<file path="src/rtl/rip_lsu_if.sv">
`default_nettype none
// ============================================================================
// rip_lsu_if : CPU-side command/status and memory-bus signals of the LSU
// Revision   : 1.0
// ============================================================================
interface rip_lsu_if;

  // One-hot memory-op flags; a non-memory instruction arrives as all zeros.
  typedef struct packed {
    logic lb;
    logic lh;
    logic lw;
    logic lbu;
    logic lhu;
    logic sb;
    logic sh;
    logic sw;
  } inst_t;

  inst_t       inst;
  logic        start;
  logic [31:0] addr;
  logic [31:0] wdata_in;
  logic        busy;
  logic        done;
  logic [31:0] rdata;
  logic        misaligned;

  logic        mem_req;
  logic        mem_we;
  logic [31:0] mem_addr;
  logic [3:0]  mem_be;
  logic [31:0] mem_wdata;
  logic        mem_gnt;
  logic        mem_rvalid;
  logic [31:0] mem_rdata;

  modport master (
    input  inst, start, addr, wdata_in, mem_gnt, mem_rvalid, mem_rdata,
    output busy, done, rdata, misaligned,
    output mem_req, mem_we, mem_addr, mem_be, mem_wdata
  );

  modport slave (
    output inst, start, addr, wdata_in, mem_gnt, mem_rvalid, mem_rdata,
    input  busy, done, rdata, misaligned,
    input  mem_req, mem_we, mem_addr, mem_be, mem_wdata
  );

endinterface
`default_nettype wire

</file>
<file path="src/rtl/rip_lsu.sv">
`default_nettype none
// ============================================================================
// rip_lsu : single-outstanding load/store unit, IDLE -> REQ -> (WAIT) -> IDLE
// Revision: 1.0
// ============================================================================
module rip_lsu (
  input  wire logic clk,
  input  wire logic rst_n,
  rip_lsu_if.master bus
);

  typedef enum logic [1:0] {
    S_IDLE = 2'd0,
    S_REQ  = 2'd1,
    S_WAIT = 2'd2
  } state_e;

  localparam logic [1:0] SZ_BYTE = 2'd0;
  localparam logic [1:0] SZ_HALF = 2'd1;
  localparam logic [1:0] SZ_WORD = 2'd2;

  state_e      state_q, state_d;
  logic        mem_req_q, mem_req_d;
  logic        mem_we_q, mem_we_d;
  logic [31:0] mem_addr_q, mem_addr_d;
  logic [3:0]  mem_be_q, mem_be_d;
  logic [31:0] mem_wdata_q, mem_wdata_d;
  logic        done_q, done_d;
  logic [31:0] rdata_q, rdata_d;
  logic        misaligned_q, misaligned_d;
  logic [1:0]  size_q, size_d;
  logic        sign_q, sign_d;
  logic [1:0]  off_q, off_d;

  logic        is_byte, is_half, is_word, is_store, is_ls, is_mis, is_signed;
  logic [3:0]  req_be;
  logic [31:0] req_wdata;
  logic [7:0]  lane_byte;
  logic [15:0] lane_half;
  logic [31:0] load_ext;

  assign is_byte   = bus.inst.lb | bus.inst.lbu | bus.inst.sb;
  assign is_half   = bus.inst.lh | bus.inst.lhu | bus.inst.sh;
  assign is_word   = bus.inst.lw | bus.inst.sw;
  assign is_store  = bus.inst.sb | bus.inst.sh | bus.inst.sw;
  assign is_signed = bus.inst.lb | bus.inst.lh;
  assign is_ls     = is_byte | is_half | is_word;
  assign is_mis    = (is_half & bus.addr[0]) | (is_word & (bus.addr[1:0] != 2'b00));

  assign req_be    = is_word ? 4'b1111 :
                     is_half ? (4'b0011 << bus.addr[1:0]) :
                               (4'b0001 << bus.addr[1:0]);
  assign req_wdata = is_word ? bus.wdata_in :
                     is_half ? {2{bus.wdata_in[15:0]}} :
                               {4{bus.wdata_in[7:0]}};

  // Lane select uses the offset latched at issue, not the live address.
  always_comb begin
    case (off_q)
      2'd0:    lane_byte = bus.mem_rdata[7:0];
      2'd1:    lane_byte = bus.mem_rdata[15:8];
      2'd2:    lane_byte = bus.mem_rdata[23:16];
      default: lane_byte = bus.mem_rdata[31:24];
    endcase
    lane_half = off_q[1] ? bus.mem_rdata[31:16] : bus.mem_rdata[15:0];
    case (size_q)
      SZ_BYTE: load_ext = {{24{sign_q & lane_byte[7]}}, lane_byte};
      SZ_HALF: load_ext = {{16{sign_q & lane_half[15]}}, lane_half};
      default: load_ext = bus.mem_rdata;
    endcase
  end

  always_comb begin
    state_d      = state_q;
    mem_req_d    = mem_req_q;
    mem_we_d     = mem_we_q;
    mem_addr_d   = mem_addr_q;
    mem_be_d     = mem_be_q;
    mem_wdata_d  = mem_wdata_q;
    rdata_d      = rdata_q;
    size_d       = size_q;
    sign_d       = sign_q;
    off_d        = off_q;
    done_d       = 1'b0;
    misaligned_d = 1'b0;

    case (state_q)
      S_IDLE: begin
        if (bus.start && is_ls) begin
          if (is_mis) begin
            misaligned_d = 1'b1;
          end else begin
            state_d     = S_REQ;
            mem_req_d   = 1'b1;
            mem_we_d    = is_store;
            mem_addr_d  = {bus.addr[31:2], 2'b00};
            mem_be_d    = req_be;
            mem_wdata_d = req_wdata;
            size_d      = is_word ? SZ_WORD : (is_half ? SZ_HALF : SZ_BYTE);
            sign_d      = is_signed;
            off_d       = bus.addr[1:0];
          end
        end
      end
      S_REQ: begin
        if (bus.mem_gnt) begin
          mem_req_d = 1'b0;
          if (mem_we_q) begin
            state_d = S_IDLE;
            done_d  = 1'b1;
          end else begin
            state_d = S_WAIT;
          end
        end
      end
      S_WAIT: begin
        if (bus.mem_rvalid) begin
          state_d = S_IDLE;
          rdata_d = load_ext;
          done_d  = 1'b1;
        end
      end
      default: state_d = S_IDLE;
    endcase
  end

  always_ff @(posedge clk) begin
    if (!rst_n) begin
      state_q      <= S_IDLE;
      mem_req_q    <= 1'b0;
      mem_we_q     <= 1'b0;
      mem_addr_q   <= 32'd0;
      mem_be_q     <= 4'd0;
      mem_wdata_q  <= 32'd0;
      done_q       <= 1'b0;
      rdata_q      <= 32'd0;
      misaligned_q <= 1'b0;
      size_q       <= SZ_BYTE;
      sign_q       <= 1'b0;
      off_q        <= 2'd0;
    end else begin
      state_q      <= state_d;
      mem_req_q    <= mem_req_d;
      mem_we_q     <= mem_we_d;
      mem_addr_q   <= mem_addr_d;
      mem_be_q     <= mem_be_d;
      mem_wdata_q  <= mem_wdata_d;
      done_q       <= done_d;
      rdata_q      <= rdata_d;
      misaligned_q <= misaligned_d;
      size_q       <= size_d;
      sign_q       <= sign_d;
      off_q        <= off_d;
    end
  end

  assign bus.busy       = (state_q != S_IDLE);
  assign bus.done       = done_q;
  assign bus.rdata      = rdata_q;
  assign bus.misaligned = misaligned_q;
  assign bus.mem_req    = mem_req_q;
  assign bus.mem_we     = mem_we_q;
  assign bus.mem_addr   = mem_addr_q;
  assign bus.mem_be     = mem_be_q;
  assign bus.mem_wdata  = mem_wdata_q;

endmodule
`default_nettype wire

</file>
<file path="src/flat_wrapper.sv">
// flat-port wrapper written by rule: the top's interface ports become plain ports
module rip_lsu_flat 
  (clk, rst_n, bus_inst, bus_start, bus_addr, bus_wdata_in, bus_mem_gnt, bus_mem_rvalid, bus_mem_rdata, bus_busy, bus_done, bus_rdata, bus_misaligned, bus_mem_req, bus_mem_we, bus_mem_addr, bus_mem_be, bus_mem_wdata);
  rip_lsu_if bus_i ();
  input  wire logic clk;
  input  wire logic rst_n;
  input wire logic [$bits(bus_i.inst)-1:0] bus_inst;
  input wire logic [$bits(bus_i.start)-1:0] bus_start;
  input wire logic [$bits(bus_i.addr)-1:0] bus_addr;
  input wire logic [$bits(bus_i.wdata_in)-1:0] bus_wdata_in;
  input wire logic [$bits(bus_i.mem_gnt)-1:0] bus_mem_gnt;
  input wire logic [$bits(bus_i.mem_rvalid)-1:0] bus_mem_rvalid;
  input wire logic [$bits(bus_i.mem_rdata)-1:0] bus_mem_rdata;
  output wire logic [$bits(bus_i.busy)-1:0] bus_busy;
  output wire logic [$bits(bus_i.done)-1:0] bus_done;
  output wire logic [$bits(bus_i.rdata)-1:0] bus_rdata;
  output wire logic [$bits(bus_i.misaligned)-1:0] bus_misaligned;
  output wire logic [$bits(bus_i.mem_req)-1:0] bus_mem_req;
  output wire logic [$bits(bus_i.mem_we)-1:0] bus_mem_we;
  output wire logic [$bits(bus_i.mem_addr)-1:0] bus_mem_addr;
  output wire logic [$bits(bus_i.mem_be)-1:0] bus_mem_be;
  output wire logic [$bits(bus_i.mem_wdata)-1:0] bus_mem_wdata;
  assign bus_i.inst = bus_inst;
  assign bus_i.start = bus_start;
  assign bus_i.addr = bus_addr;
  assign bus_i.wdata_in = bus_wdata_in;
  assign bus_i.mem_gnt = bus_mem_gnt;
  assign bus_i.mem_rvalid = bus_mem_rvalid;
  assign bus_i.mem_rdata = bus_mem_rdata;
  assign bus_busy = bus_i.busy;
  assign bus_done = bus_i.done;
  assign bus_rdata = bus_i.rdata;
  assign bus_misaligned = bus_i.misaligned;
  assign bus_mem_req = bus_i.mem_req;
  assign bus_mem_we = bus_i.mem_we;
  assign bus_mem_addr = bus_i.mem_addr;
  assign bus_mem_be = bus_i.mem_be;
  assign bus_mem_wdata = bus_i.mem_wdata;
  rip_lsu u_core (.clk(clk), .rst_n(rst_n), .bus(bus_i));
endmodule
</file>
<file path="config.mk">
export PLATFORM = sky130hd
export DESIGN_NAME = rip_lsu_flat
export DESIGN_NICKNAME = d
export VERILOG_FILES = /design/src/rtl/rip_lsu_if.sv /design/src/rtl/rip_lsu.sv /design/src/flat_wrapper.sv
export SDC_FILE = /design/constraint.sdc
export NUM_CORES = 1
export LEC_CHECK = 0
export CORE_ASPECT_RATIO = 0.5
export CORE_MARGIN = 5
export CORE_UTILIZATION = 46
export DETAILED_ROUTE_END_ITERATION = 16
export PLACE_DENSITY_LB_ADDON = 0.12
export REMOVE_ABC_BUFFERS = 1
export SYNTH_ARGS = -nofsm -noshare
export SYNTH_HDL_FRONTEND = slang
export SYNTH_SLANG_ARGS = --single-unit
</file>
<file path="constraint.sdc">
create_clock -name clk -period 4.7 [get_ports clk]
set_clock_uncertainty 0.05 [all_clocks]
set_input_delay 0.94 -clock clk [delete_from_list [all_inputs] [get_ports clk]]
set_output_delay 0.94 -clock clk [all_outputs]
set_load 0.03 [all_outputs]
</file>
# After elaboration in Yosys (flattened, before gate mapping)
# Cells that the tools add are included.
# Widths: inputs -> output; s select.
[classes]
reduce_logical = 12
shift = 2
n_mux = 24
n_bitwise = 16
eq_ne = 9
[op_table]
columns = ["operator", "count"]
rows = [
  ["$mux 32", 2],
  ["$pmux 32 s2", 1],
  ["$pmux 8 s3", 1],
  ["$mux 16", 1],
  ["$mux 2", 6],
  ["$or 1x1->1", 11],
  ["$mux 1", 8],
  ["$mux 4", 2],
  ["$reduce_and 4->1", 2],
  ["$eq 2x1->1 const B", 3],
  ["$logic_not 2->1", 3],
  ["$ne 2x2->1 const B", 3],
  ["$pmux 2 s3", 1],
  ["$reduce_and 3->1", 2],
  ["$reduce_bool 2->1", 3],
  ["$and 1x1->1", 4],
  ["$eq 2x2->1 const B", 2],
  ["$pmux 1 s2", 2],
  ["$shl 1x2->4 const A", 1],
  ["$shl 2x2->4 const A", 1],
  ["$ne 2x1->1 const B", 1],
  ["$reduce_and 2->1", 1],
  ["$logic_and 1x1->1", 1],
  ["$not 1->1", 1],
]
[totals]
in_bits = 109
register_bits = 109

# Depth between registers and ports, before layout
[depth]
ltp_word = 7
mapped_depth = 8
mapped_depth_nobuf = 6

# Least setup slack after synthesis
# Ideal clock, no wire load.
[synth_timing]
path_type = "input -> register"
startpoint = "input bus_inst[3]"
endpoint = "register u_core.mem_we_q, in the netlist u_core.bus.mem_we"
path_slack_ns = 2.124
stages = 6
t_arrival_ns = 2.410
cell_sequence = "or3_1 -> buf_2 -> o2bb2ai_1 -> or2_4 -> or4_1 -> o211a_1"
[synth_between]
elab_chain_cells = 6
word_cells_on_any_way = 9
cone_classes = "bitwise (7); reduce/logical (2)"
[synth_rtl]
columns = ["element", "line", "source"]
rows = [
  ["start: declaration", "flat_wrapper.sv:7", "input wire logic [$bits(bus_i.inst)-1:0] bus_inst;"],
  ["$or 1x1->1 * (2 in a row)", "rip_lsu.sv:43", "assign is_half = bus.inst.lh | bus.inst.lhu | bus.inst.sh;"],
  ["$or 1x1->1 / $and 1x1->1 (equally long branches)", "rip_lsu.sv:47, rip_lsu.sv:48", ""],
  ["$or 1x1->1 (on tied branches)", "rip_lsu.sv:47, rip_lsu.sv:48", ""],
  ["$logic_and 1x1->1 / $not 1->1 (equally long branches)", "-", ""],
  ["$reduce_and 3->1 (no source line) *", "-", ""],
  ["end signal: assignment", "rip_lsu.sv:144", "mem_we_q <= mem_we_d;"],
  ["end: declaration", "rip_lsu.sv:24", "logic mem_we_q, mem_we_d;"],
]
# Every way passes the cells marked *; elsewhere a longest branch is shown, timed or not.
# A chain may end at the register's enable or synchronous reset.

# Final worst setup path
[layout_timing]
startpoint = "input bus_inst[3]"
endpoint = "register u_core.mem_wdata_q[26], in the netlist u_core.bus.mem_wdata[26]"
[layout_between]
elab_chain_cells = 6
word_cells_on_any_way = 11
cone_classes = "mux (2); bitwise (7); reduce/logical (2)"
[layout_rtl]
columns = ["element", "line", "source"]
rows = [
  ["$or 1x1->1 * (2 in a row)", "rip_lsu.sv:43", ""],
  ["$or 1x1->1 / $and 1x1->1 (equally long branches)", "rip_lsu.sv:47, rip_lsu.sv:48", ""],
  ["$or 1x1->1 (on tied branches)", "rip_lsu.sv:47, rip_lsu.sv:48", ""],
  ["$logic_and 1x1->1 / $not 1->1 (equally long branches)", "-", ""],
  ["$reduce_and 3->1 (no source line)", "-", ""],
  ["end signal: assignment", "rip_lsu.sv:147", "mem_wdata_q <= mem_wdata_d;"],
  ["end: declaration", "rip_lsu.sv:27", "logic [31:0] mem_wdata_q, mem_wdata_d;"],
]
# Marks and branches as above.

==> summary.txt <==
Detailed routing
  • Antenna Violating Nets Remaining: 0
  • Number of vias after detailed routing: 4,958
  • Number of remaining DRC errors: 0
  • DR iter-0 viols: 210
  • Average via count per standard cell: 5.22
  • DRT Pass-1 Iters: 4
  • Routed wire length per instance: 15.6 µm
  • DRT Wirelength: 14,800 µm

Global routing
  • Number of antenna violations at the first check in global routing: 0
  • Fraction of met3 tracks used by global routing: 0.0838
  • Global-route wire length before repair: 22,900 µm
  • Vias in the first global route: 4,621
  • Met2 global-route usage: 0.392
  • Met1 Resource Use GR: 0.258
  • Largest net degree at the start of global routing: 114
  • All-Layer GR Usage: 0.222
  • Overall overflow remaining after global route: 0
  • Most Used Layer, Global Route: met2

Placement
  • Worst-case setup slack after placement: 1.03 ns
  • Number of I/O port buffers: 211
  • Post-placement cell area: 0.00698 mm²
  • Hpwl dp: 10,300 µm
  • Global placer's final weighted congestion: 0.801
  • Number of instances in the placed design: 934

STA
  • Setup repair after global routing missed its margin: no
  • Transition time of the tightest slew-check pin: 1.12 ns
  • Number of setup violations in the final report: 0
  • Fraction of the cycle the final worst path needs: 0.709
  • Fmax: 300 MHz
  • Final hold vios: 0
  • Worst-case setup margin in the final layout: 1.37 ns
  • Final setup TNS: 0 ns
  • Worst slew slack as a fraction of its limit: 0.251
  • Final worst path period need: 3.33 ns
  • Max Slew Vio Count: 0

Yosys
  • Synth Warn #: 0
  • Flip-flop cell with the highest count after synthesis: sky130_fd_sc_hd__dfxtp_1
  • Library cells used by synthesis: 44
  • Proportion of synthesized chip area in sequential cells: 0.448
  • Mean post-synth cell area: 7.76 µm²
  • Cells after synthesis: 627
  • #FFs+latches synth: 109
  • Proportion of register bits with asynchronous set or reset after synthesis: 0
  • Cell area after synthesis: 0.00487 mm²
  • EDFF count, synth: 0

Clock tree
  • Maximum level of the CTS H-tree: 3
  • Post-cts gate resize count: 0
  • Clock root cell: sky130_fd_sc_hd__clkbuf_16
  • Postcts setup bufs: 0
  • Maximum count of clock buffers along a single path: 2
  • CTS Hold Buffers Added: 0
  • Clock transition at the register clock pins on the worst setup and hold paths after CTS: 0.07 ns
  • Clock tree from TritonCTS: built
  • Number of clock sinks: 109
  • Clock latency on the worst-skew pair: 0.33 ns
  • Number of buffers created by CTS: 9

Power and ir drop
  • Switch Pwr: 575 µW
  • Power density normalized to cell area: 300 mW/mm²
  • Share of power burned in combinational logic: 0.177
  • Clock group share of total power: 0.377
  • Sequential cell fraction of total power: 0.446
  • Total Power Consumption: 2.19 mW
  • Maximum vdd drop: 0.207 mV
  • Leak Pwr: 2.76 nW
  • Net switching share of the total power: 0.262
  • Internal power contribution: 1.62 mW

Die
  • Placeable Area: 0.0103 mm²
  • Vertical die dimension: 82.7 µm
  • Die area: 0.0129 mm²
  • Top-level I/O count: 214
  • Row count: 26
  • Width of the die: 155 µm
  • Initial Utilization: 0.473

Critical path
  • Worst setup path class: input pin to register
  • Endpoint type of the worst setup path: register
  • Signal arrival time at the worst endpoint: 3.53 ns
  • CP Max Fanout: 34
  • Required time worst endpoint: 4.90 ns
  • Kind of launch point of the worst setup path: input pin

Cells and area
  • Area occupied by registers: 0.00218 mm²
  • Area of the multi-input gates: 0.00243 mm²
  • Antenna fix cells: 0
  • Total non-filler cell area in the finished layout: 0.00731 mm²
  • Area added between synthesis and finish: 50.3%
  • Filler instances: 850
  • Final Net Count: 917
  • Cell Count, Final, Fillers Out: 950
  • Fraction of layout cells with a size suffix above 1: 0.0370

Outcome
  • Result of the run: finished, final reports clean

Run
  • Max-capacitance violation count: 0

Worst hold path
  • Tightest Hold Check Type: register to register
## worst paths after layout
path                           start                        to  slack [ns]  cells past startpoint
max                      bus_inst[3]  u_core.bus.mem_wdata[26]        1.37                      7
min          u_core.bus.mem_addr[28]   u_core.bus.mem_addr[28]        0.40                      2
min reg2reg  u_core.bus.mem_addr[28]   u_core.bus.mem_addr[28]        0.40                      2
max reg2reg          u_core.off_q[1]      u_core.bus.rdata[24]        2.30                      6
## layout make-up
type | count | area share
Multi-Input combinational cell | 456 | 0.332
Sequential cell | 109 | 0.298
Timing Repair Buffer | 216 | 0.294
Clock buffer | 9 | 0.0308
Tap cell | 140 | 0.0239
Clock inverter | 7 | 0.0144
Inverter | 13 | 0.00667
## kinds of logic (layout without fill, tap and decap cells)
group | Yosys count | count (layout) | share of synthesized area
simple gates | 258 | 258 | 0.224
flops | 109 | 109 | 0.448
fa+ha+maj | 3 | 3 | 0.00771
mux | 3 | 3 | 0.00643
buf+inv | 63 | 245 | 0.0555
other cells | 1 | 2 | 0.000770
compound gates | 190 | 190 | 0.258
## registers in the layout, summed over array words and instances (netlist names), 2 cells and up
register / count
u_core.bus.mem_addr: 30
u_core.bus.mem_be: 4
u_core.bus.mem_wdata: 32
u_core.bus.rdata: 32
u_core.off_q: 2
u_core.size_q: 2
u_core.state_q: 2
## per-stage QoR
stage | hold slack [ns] | util
6_report | 0.402 | 0.712
4_1_cts | 0.406 | 0.712
3_3_place_gp | 0.389 | 0.679
2_1_floorplan | 0.401 | -
3_5_place_dp | 0.395 | 0.679
5_1_grt | 0.426 | 0.712
## cells in the final DEF, fill, tap and decap left out, drive strengths merged, types with 2 or more instances in the layout
cell type / count
o21bai: 6
dfxtp: 109
nor2: 17
nand2: 171
a22oi: 7
o211ai: 3
bufinv: 2
inv: 15
o211a: 15
or2: 2
o21ai: 66
a31oi: 4
a21oi: 28
nor2b: 3
o2111ai: 6
buf: 6
mux2i: 2
clkbuf: 9
o22ai: 2
nand3: 44
clkinv: 2
or3: 5
ha: 3
a21boi: 47
or4: 2
nor3: 9
conb: 2
clkdlybuf4s50: 210
## worst max-delay path, cell delays in order
cell and delay [ns]:
sky130_fd_sc_hd__clkdlybuf4s50_1 0.44, sky130_fd_sc_hd__or3_1 0.67, sky130_fd_sc_hd__o2bb2ai_1 0.31, sky130_fd_sc_hd__nor2_4 0.15, sky130_fd_sc_hd__buf_4 0.33, sky130_fd_sc_hd__nand2_1 0.34
sky130_fd_sc_hd__o21ai_0 0.33
## cell usage after synthesis (all sizes together), types with 2 or more instances
library cell  instances  area share
nand2               171        0.13
o22ai                 2      0.0026
or3                   5      0.0064
or4                   2      0.0031
o21bai                6      0.0093
a22oi                 7       0.011
a21oi                28       0.029
a31oi                 4      0.0051
or2                   2      0.0031
nor2                 17       0.014
o2111ai               6       0.011
nor3                  9      0.0093
o21ai                66       0.068
clkbuf               36       0.028
a21boi               47       0.072
o211ai                3      0.0046
buf                  14       0.018
nand3                44       0.045
o211a                15       0.031
ha                    3      0.0077
dfxtp               109        0.45
inv                  12      0.0093
nor2b                 3      0.0039
mux2i                 2      0.0041
## power by group through the flow
stage	logic, mW	clock network (mW)	registers, mW
2_1_floorplan	0.111	0	1.06
3_3_place_gp	0.383	0	0.998
3_5_place_dp	0.387	0	1.00
4_1_cts	0.389	0.848	0.978
5_1_grt	0.418	0.890	0.983
6_report	0.387	0.828	0.978
## routing by layer
metal | wire, µm | vias to the layer above
li1 | - | 2502
met1 | 5970 | 2282
met2 | 7190 | 160
met3 | 1440 | 14
met4 | 223 | 0
met5 | 0 | -
(Power assumes the default switching activity.)
